File: config.mk
export PLATFORM = sky130hd
export DESIGN_NAME = hd_swap_controller
export DESIGN_NICKNAME = d
export VERILOG_FILES = /design/src/rtl/hd_swap_controller.sv
export SDC_FILE = /design/constraint.sdc
export NUM_CORES = 1
export LEC_CHECK = 0
export ABC_AREA = 0
export CORE_UTILIZATION = 40
export CTS_CLUSTER_DIAMETER = 60
export DETAILED_ROUTE_END_ITERATION = 8
export MAX_ROUTING_LAYER = met4
export PLACE_DENSITY_LB_ADDON = 0.12
export SYNTH_ARGS = -nofsm -noshare
export SYNTH_HDL_FRONTEND = slang
export SYNTH_SLANG_ARGS = --single-unit
export TNS_END_PERCENT = 10
File: constraint.sdc
create_clock -name clk -period 8.25 [get_ports clk]
set_input_delay 1.65 -clock clk [delete_from_list [all_inputs] [get_ports clk]]
set_output_delay 1.65 -clock clk [all_outputs]
set_load 0.02 [all_outputs]
File: src/rtl/hd_swap_controller.sv
// Program swap sequencer: optional RAM->HD save of the current slot, then HD->RAM load of the new slot.
// Outputs are registered and precomputed from next-state values, so they line up with the state they describe.
module hd_swap_controller #(
    parameter int ADDR_WIDTH = 12,
    parameter int IDX_WIDTH  = 4,
    parameter int PROG_SIZE  = 150,
    parameter int NUM_PROGS  = 8,
    parameter int HD_BASE    = 200,
    parameter int RAM_BASE   = 550
) (
    input  logic                  clk,
    input  logic                  rst,
    input  logic                  start,
    input  logic                  save_en,
    input  logic [IDX_WIDTH-1:0]  cur_index,
    input  logic [IDX_WIDTH-1:0]  new_index,
    output logic                  busy,
    output logic                  done,
    output logic                  err,
    output logic                  cpu_stall,
    output logic                  dir,
    output logic [ADDR_WIDTH-1:0] hd_addr,
    output logic                  hd_we,
    output logic [ADDR_WIDTH-1:0] ram_addr,
    output logic                  ram_we
);

    localparam int CNT_W = $clog2(PROG_SIZE + 1);
    localparam logic [CNT_W-1:0]      CNT_LAST   = CNT_W'(PROG_SIZE);
    localparam logic [ADDR_WIDTH-1:0] RAM_BASE_A = ADDR_WIDTH'(RAM_BASE);

    typedef enum logic [1:0] {IDLE, SAVE, LOAD, DONE} state_t;

    state_t                state, state_nxt;
    logic [CNT_W-1:0]      cnt, cnt_nxt;
    logic [ADDR_WIDTH-1:0] cur_base, cur_base_nxt;
    logic [ADDR_WIDTH-1:0] new_base, new_base_nxt;
    logic                  err_nxt;

    logic                  busy_d, done_d, dir_d, hd_we_d, ram_we_d;
    logic [ADDR_WIDTH-1:0] hd_addr_d, ram_addr_d;
    logic [ADDR_WIDTH-1:0] cnt_a, cnt_prev_a;

    // Slot base wraps modulo 2^ADDR_WIDTH by construction.
    function automatic logic [ADDR_WIDTH-1:0] slot_base(input logic [IDX_WIDTH-1:0] idx);
        return ADDR_WIDTH'(HD_BASE) + ADDR_WIDTH'(idx) * ADDR_WIDTH'(PROG_SIZE);
    endfunction

    // NOTE: every variable gets a default at the top of an always_comb so no path leaves it unassigned (no latch).
    always_comb begin
        state_nxt    = state;
        cnt_nxt      = cnt;
        cur_base_nxt = cur_base;
        new_base_nxt = new_base;
        err_nxt      = 1'b0;
        unique case (state)
            IDLE: begin
                if (start) begin
                    if ((32'(new_index) >= NUM_PROGS) ||
                        (save_en && (32'(cur_index) >= NUM_PROGS))) begin
                        err_nxt = 1'b1;
                    end else begin
                        cur_base_nxt = slot_base(cur_index);
                        new_base_nxt = slot_base(new_index);
                        cnt_nxt      = '0;
                        state_nxt    = save_en ? SAVE : LOAD;
                    end
                end
            end
            SAVE: begin
                if (cnt == CNT_LAST) begin
                    cnt_nxt   = '0;
                    state_nxt = LOAD;
                end else begin
                    cnt_nxt = cnt + 1'b1;
                end
            end
            LOAD: begin
                if (cnt == CNT_LAST) state_nxt = DONE;
                else                 cnt_nxt   = cnt + 1'b1;
            end
            DONE: state_nxt = IDLE;
            default: state_nxt = IDLE;
        endcase
    end

    // Memory reads are synchronous, so the write side trails the read side by one address.
    always_comb begin
        cnt_a      = ADDR_WIDTH'(cnt_nxt);
        cnt_prev_a = (cnt_nxt == '0) ? cnt_a : cnt_a - 1'b1;
        busy_d     = (state_nxt != IDLE);
        done_d     = (state_nxt == DONE);
        dir_d      = 1'b0;
        hd_we_d    = 1'b0;
        ram_we_d   = 1'b0;
        hd_addr_d  = '0;
        ram_addr_d = '0;
        unique case (state_nxt)
            SAVE: begin
                dir_d      = 1'b1;
                ram_addr_d = RAM_BASE_A + cnt_a;
                hd_we_d    = (cnt_nxt != '0);
                hd_addr_d  = cur_base_nxt + cnt_prev_a;
            end
            LOAD: begin
                hd_addr_d  = new_base_nxt + cnt_a;
                ram_we_d   = (cnt_nxt != '0);
                ram_addr_d = RAM_BASE_A + cnt_prev_a;
            end
            default: ;
        endcase
    end

    // NOTE: sequential state uses non-blocking assignments so every register samples pre-edge values.
    always_ff @(posedge clk or posedge rst) begin
        if (rst) begin
            state     <= IDLE;
            cnt       <= '0;
            cur_base  <= '0;
            new_base  <= '0;
            busy      <= 1'b0;
            cpu_stall <= 1'b0;
            done      <= 1'b0;
            err       <= 1'b0;
            dir       <= 1'b0;
            hd_we     <= 1'b0;
            ram_we    <= 1'b0;
            hd_addr   <= '0;
            ram_addr  <= '0;
        end else begin
            state     <= state_nxt;
            cnt       <= cnt_nxt;
            cur_base  <= cur_base_nxt;
            new_base  <= new_base_nxt;
            busy      <= busy_d;
            cpu_stall <= busy_d;
            done      <= done_d;
            err       <= err_nxt;
            dir       <= dir_d;
            hd_we     <= hd_we_d;
            ram_we    <= ram_we_d;
            hd_addr   <= hd_addr_d;
            ram_addr  <= ram_addr_d;
        end
    end

endmodule

; ---- Yosys cells after proc, flatten, opt, wreduce, memory -nomap -nowiden
; Index checks and enable logic that the tools add are counted.
[word_totals]
regBits = 64
latchBits = 0
ram_bits = 0
rom_bits = 0
input_bits = 12
out_inout_bits = 31
word_cells = 63
mem_count = 0
[op_classes]
n_addsub = 8
mul = 2
div_mod_pow = 0
order_cmp = 2
eq_ne = 7
n_shift = 0
n_mux = 26
bitwise = 0
n_reduce_logical = 6
[op_table]
columns = cell, count
row1 = 12-bit two-way mux, 7
row2 = 12-bit one-hot mux with 2 select lines, 2
row3 = 8-bit two-way mux, 4
row4 = 8-bit by 12-bit adder with 12-bit output (first input constant), 2
row5 = 8-bit one-hot mux with 3 select lines, 1
row6 = 4-bit by 7-bit multiplier with 11-bit output (second input constant), 2
row7 = 10-bit by 12-bit adder with 12-bit output (first input constant), 1
row8 = 12-bit adder, 1
row9 = 12-bit by 8-bit adder with 12-bit output, 1
row10 = 10-bit by 8-bit adder with 11-bit output (first input constant), 1
row11 = 2-bit two-way mux, 5
row12 = 8-bit by 1-bit subtractor with 9-bit output (second input constant), 1
row13 = 8-bit by 1-bit adder with 8-bit output (second input constant), 1
row14 = 2-bit == test (second input constant), 4
row15 = 8-bit == test (second input constant), 1
row16 = 4-bit greater-or-equal comparator (second input constant), 2
row17 = 8-bit zero test, 1
row18 = 2-bit one-hot mux with 4 select lines, 1
row19 = 8-bit nonzero test, 1
row20 = 1-bit two-way mux, 6
row21 = 2-bit by 1-bit == test with 1-bit output (second input constant), 2
row22 = 2-bit zero test, 1
row23 = 2-bit nonzero test, 1
row24 = 1-bit logical AND, 1
row25 = 1-bit logical OR, 1

; ---- Logic depth before layout (Yosys ltp)
; Gate-level depths: netlist (run 1).
[depth]
depth_word = 10
ltp_mapped = 26
depth_no_buf = 25

; ---- Worst setup path after synthesis (run 1)
; No wires, ideal clock.
[synth_path]
path_type = input -> register
start = input port cur_index[0]
end = register hd_addr[11]
setup_ns = 0.135
arrival_ns = 5.989
required_ns = 8.115
setup_slack_ns = 2.127
stages = 23
n_path_buf = 1
cell_sequence = inv_1 -> ha_1 -> a21oi_1 -> o211ai_1 -> a31oi_1 -> o21ai_0 -> a21oi_1 -> ha_1 -> nand3_1 -> nor4_1 -> buf_2 -> mux2_2 -> inv_1 -> ha_1 -> a21o_1 -> a21oi_1 -> o21bai_1 -> a2111oi_0 -> o31ai_1 -> a31oi_1 -> nor2_1 -> nand3_1 -> o211ai_1
[synth_via]
elab_chain_len = 10
word_cells_on_any_way = 25
classes_between = 4 x add/sub / 1 x mul / 1 x order compare / 2 x eq/ne / 14 x mux / 3 x reduce/logical
[synth_lines]
columns = item, line
row1 = from (decl), 15  ; input logic [IDX_WIDTH-1:0] cur_index,
row2 = branches (longest 9 deep; another with 8-bit by 12-bit adder with 12-bit output), --
row3 = 12-bit one-hot mux with 2 select lines *, 98  ; unique case (state_nxt)
row4 = net hd_addr_d[11], 41  ; logic [ADDR_WIDTH-1:0] hd_addr_d, ram_addr_d;
row5 = to (signal assigned), 142  ; hd_addr <= hd_addr_d;
row6 = to (decl), 22  ; output logic [ADDR_WIDTH-1:0] hd_addr,
; Mark *: on every way through the listed nets, which the timed path passes.

; ---- Worst setup path in the final report (run 1)
[layout_path]
start = input port cur_index[2]
end = register hd_addr[11]
[layout_via]
elab_chain_len = 10
word_cells_on_any_way = 25
classes_between = 4 x add/sub / 1 x mul / 1 x order compare / 2 x eq/ne / 14 x mux / 3 x reduce/logical
[layout_lines]
columns = item, line
row1 = 4-bit greater-or-equal comparator *, 60  ; (save_en && (32'(cur_index) >= NUM_PROGS))) begin
row2 = 1-bit logical AND *, 60
row3 = 1-bit logical OR *, 59  ; if ((32'(new_index) >= NUM_PROGS) ||
row4 = 8-bit two-way mux *, 59
row5 = 8-bit two-way mux *, 58  ; if (start) begin
row6 = 8-bit one-hot mux with 3 select lines *, 56  ; unique case (state)
row7 = net cnt_nxt[6], 35  ; logic [CNT_W-1:0] cnt, cnt_nxt;
row8 = 8-bit by 1-bit subtractor with 9-bit output or 8-bit zero test (tied branches), 90  ; cnt_prev_a = (cnt_nxt == '0) ? cnt_a : cnt_a - 1'b1;
row9 = 12-bit two-way mux, 90
row10 = 12-bit adder, 103  ; hd_addr_d = cur_base_nxt + cnt_prev_a;
row11 = 12-bit one-hot mux with 2 select lines *, 98
row12 = net hd_addr_d[11], 41
; The timed path passes the listed nets; every way through them passes the cells marked *.

==> impl_metrics.csv, run 1 <==
group,metric,value,unit
logic_synthesis,synth-xor-area-share,8.45,%
logic_synthesis,synthCells,552,
cells_and_area,layoutNonFillerInstCount,765,
floorplanning,initial_core_util,41.6,%
pwr,p_leak,2.74,nW
setup_path,critical_path_class,"in -> reg",
logic_synthesis,synth_compound_area_share,20.5,%
setup_path,reg2reg_depth,25,
detailed_routing,ant_nets,0,
sta,tns,0,ns
floorplanning,fp.dieH,115,um
clock_tree,root_buffer,"clkbuf_16",
sta,finalCritPeriodShare,85.6,%
global_route,grt_pass1_vias,4113,
global_route,antenna_found_initial,0,
detailed_routing,wl,12100,um
cells_and_area,mostFrequentLayoutCell,"ha_1",
setup_path,end_kind,"flop",
sta,fmax,0.142,GHz
sta,drv_slew,0,
detailed_routing,vias,4148,
logic_synthesis,synth_top_family_by_area,"compound AO/OA/AOI/OAI gates",
sta,fin_ws,1.19,ns
logic_synthesis,yosys.area.top_type_share,30.6,%
floorplanning,rows,40,
global_route,grt_pass1_wl,20400,um
pwr,peakVddDrop,0.266,mV
logic_synthesis,yosys_warnings,0,
floorplanning,io_pins,43,
setup_path,cp.required,8.45,ns
logic_synthesis,async_flop_share,100,%
setup_path,cp_max_fo,10,
flow_run,max-cap-violations,0,
clock_tree,postCtsSetupRepairBufs,0,
sta,slew-limit-headroom,47.9,%
clock_tree,clk_pin_slew_worst_paths,0.05,ns
cells_and_area,utilization,48.7,%
placed_design,post-dp-hpwl,9370,um
logic_synthesis,seq_area_frac_synth,30.6,%
pwr,p_per_area,470,nW/um^2
hold_path,worstHoldPathType,"reg -> reg",
logic_synthesis,syn_area,5060,um^2
placed_design,gp_congestion,0.920,
placed_design,dpl-instance-area,5640,um^2
detailed_routing,routed_via_density,5.42,
clock_tree,cts_resized,0,
clock_tree,numCtsBuffers,9,
cells_and_area,design_area,5930,um^2
clock_tree,tritoncts,"yes",
sta,skew,0.00519,ns
detailed_routing,drt_pass1_iterations,4,
global_route,track_usage,20.8,%
sta,rsz0062_at_grt,"no",
clock_tree,clockBufferDepth,2,
cells_and_area,diodes,0,
logic_synthesis,yosysTopAreaCell,"dfrtp_1",
global_route,grt_max_degree,63,
cells_and_area,layout-drive-gt1-share,8.54,%
placed_design,numPortBuffers,40,
logic_synthesis,synth_ff_type,"dfrtp_1",
cells_and_area,areaGrowthSynthToFinish,17.1,%
cells_and_area,layout_common_cells,"ha_1 (63), dfrtp_1 (62), inv_1 (41)",
clock_tree,clock_latency,0.33,ns
logic_synthesis,synth_mux_area_share,1.93,%
logic_synthesis,netlist_top_cells_area,"dfrtp_1 (31%), ha_1 (16%), xnor2_1 (5.9%)",
sta,tightest_slew,0.782,ns
sta,final.min_clock_period,7.06,ns
clock_tree,htreeDepth,3,
floorplanning,dieArea,13100,um^2
clock_tree,cts.sinks,62,
logic_synthesis,synth_fa_ha_area_share,17.1,%
logic_synthesis,synth_enable_flop_cells,0,
logic_synthesis,yosys.area_share.simple,15.9,%
floorplanning,coreArea,12200,um^2
detailed_routing,dr.first_iter.drc_count,220,
logic_synthesis,ys_types,77,
clock_tree,hold_buffers,0,
global_route,grt_overflow,0,
placed_design,dp_cells,749,
sta,finalSetupViolCount,0,
logic_synthesis,ys_ff_latch,62,
setup_path,arrival,7.26,ns
floorplanning,dieWidth,115,um
sta,finalHoldViolations,0,
detailed_routing,routedWlPerCell,15.9,um
detailed_routing,route.detailed.drc,0,
hold_path,hold_depth,1,
setup_path,start_kind,"primary input",
status,outcome,"finished, final reports clean",
logic_synthesis,avgSynthCellArea,9.17,um^2
cells_and_area,fillCellCount,1140,
cells_and_area,final_nets,671,
placed_design,place_ws,0.895,ns
[final timing paths]
path                                 to  slack, ns    startpoint
hold / removal              cur_base[0]       0.49   cur_base[0]
max in group asynchronous   new_base[0]       5.88           rst
setup reg to reg            hd_addr[11]       2.77        cnt[0]
hold reg to reg             cur_base[0]       0.49   cur_base[0]
setup / recovery            hd_addr[11]       1.19  cur_index[2]
min in group asynchronous  new_base[11]       1.87           rst
[report_power, final]
part / internal (mW) / switching [mW]
clock: 0.225 / 0.128
sequential: 0.416 / 0.0613
combinational: 0.841 / 1.12
total: 1.48 / 1.31
[area by class of cell]
| cell class | instances | area (um^2) | area share [%] |
|---|---|---|---|
| multi-input cells | 425 | 3250 | 54.8 |
| flip-flops and latches | 62 | 1550 | 26.2 |
| repair buffers | 47 | 453 | 7.64 |
| clock buffers | 12 | 267 | 4.50 |
| well taps | 168 | 210 | 3.55 |
| inverters | 47 | 176 | 2.98 |
| clock inverters | 4 | 20.0 | 0.338 |
[flip-flops by register name (all words and copies together), names as in the netlist, 2 cells and up]
| name | cells |
|---|---|
| cur_base | 12 |
| hd_addr | 12 |
| new_base | 12 |
| ram_addr | 10 |
| cnt | 8 |
| state | 2 |
[Yosys cell counts, drive strengths merged (10+ instances only)]
library cell	instances
a21oi	33
a22oi	11
clkbuf	11
dfrtp	62
ha	63
inv	47
nand2	38
nand3	10
nor2	27
nor3	11
o21ai	31
xnor2	35
xor2	13
[per-stage QoR]
step,hold slack (ns),power [mW]
floorplan,0.454,1.94
global placement,0.476,2.42
detailed placement,0.484,2.42
CTS,0.495,2.80
global route,0.517,3.06
finish,0.491,2.79
[kinds of logic (layout without fill, tap and decap cells)]
logic type	Yosys count	after routing
xor gates and xnor gates	48	48
other	1	2
buffers and inverters	66	110
muxes	9	9
AOI/OAI and AO/OA	151	151
and+or+nand+nor	148	148
adders and majority gates	67	67
DFF	62	62
[critical path, cell delays in order]
cell and delay, ns:
clkdlybuf4s50_1 0.67, inv_1 0.13, ha_1 0.21, a21oi_1 0.50
o211ai_2 0.20, a31oi_1 0.34, inv_2 0.15, or4b_1 0.59
nor4_2 0.25, mux2_2 0.40, inv_1 0.11, ha_1 0.24
a21o_1 0.17, a21oi_1 0.22, o21bai_1 0.11, a2111oi_0 0.61
o31ai_1 0.23, a31oi_1 0.25, nor2_1 0.06, nand3_1 0.08
o211ai_1 0.08
[metal layers]
layer / wire, um / vias to the layer above / GRT usage [%] / share of wire [%]
met1: 6000 / 1957 / 27.0 / 49
met5: 0 / - / - / 0
li1: - / 2081 / - / -
met2: 5500 / 98 / 32.8 / 45
met3: 521 / 12 / 4.50 / 4.3
met4: 117 / 0 / 5.28 / 0.96
Power figures use the tool's default switching activity.
==> inputs of run 2 (changes only) <==
- CTS_CLUSTER_DIAMETER: 60 -> unset
==> results of run 2 <==
Same layout as run 1: the final DEF is identical, and so are final timing and power.
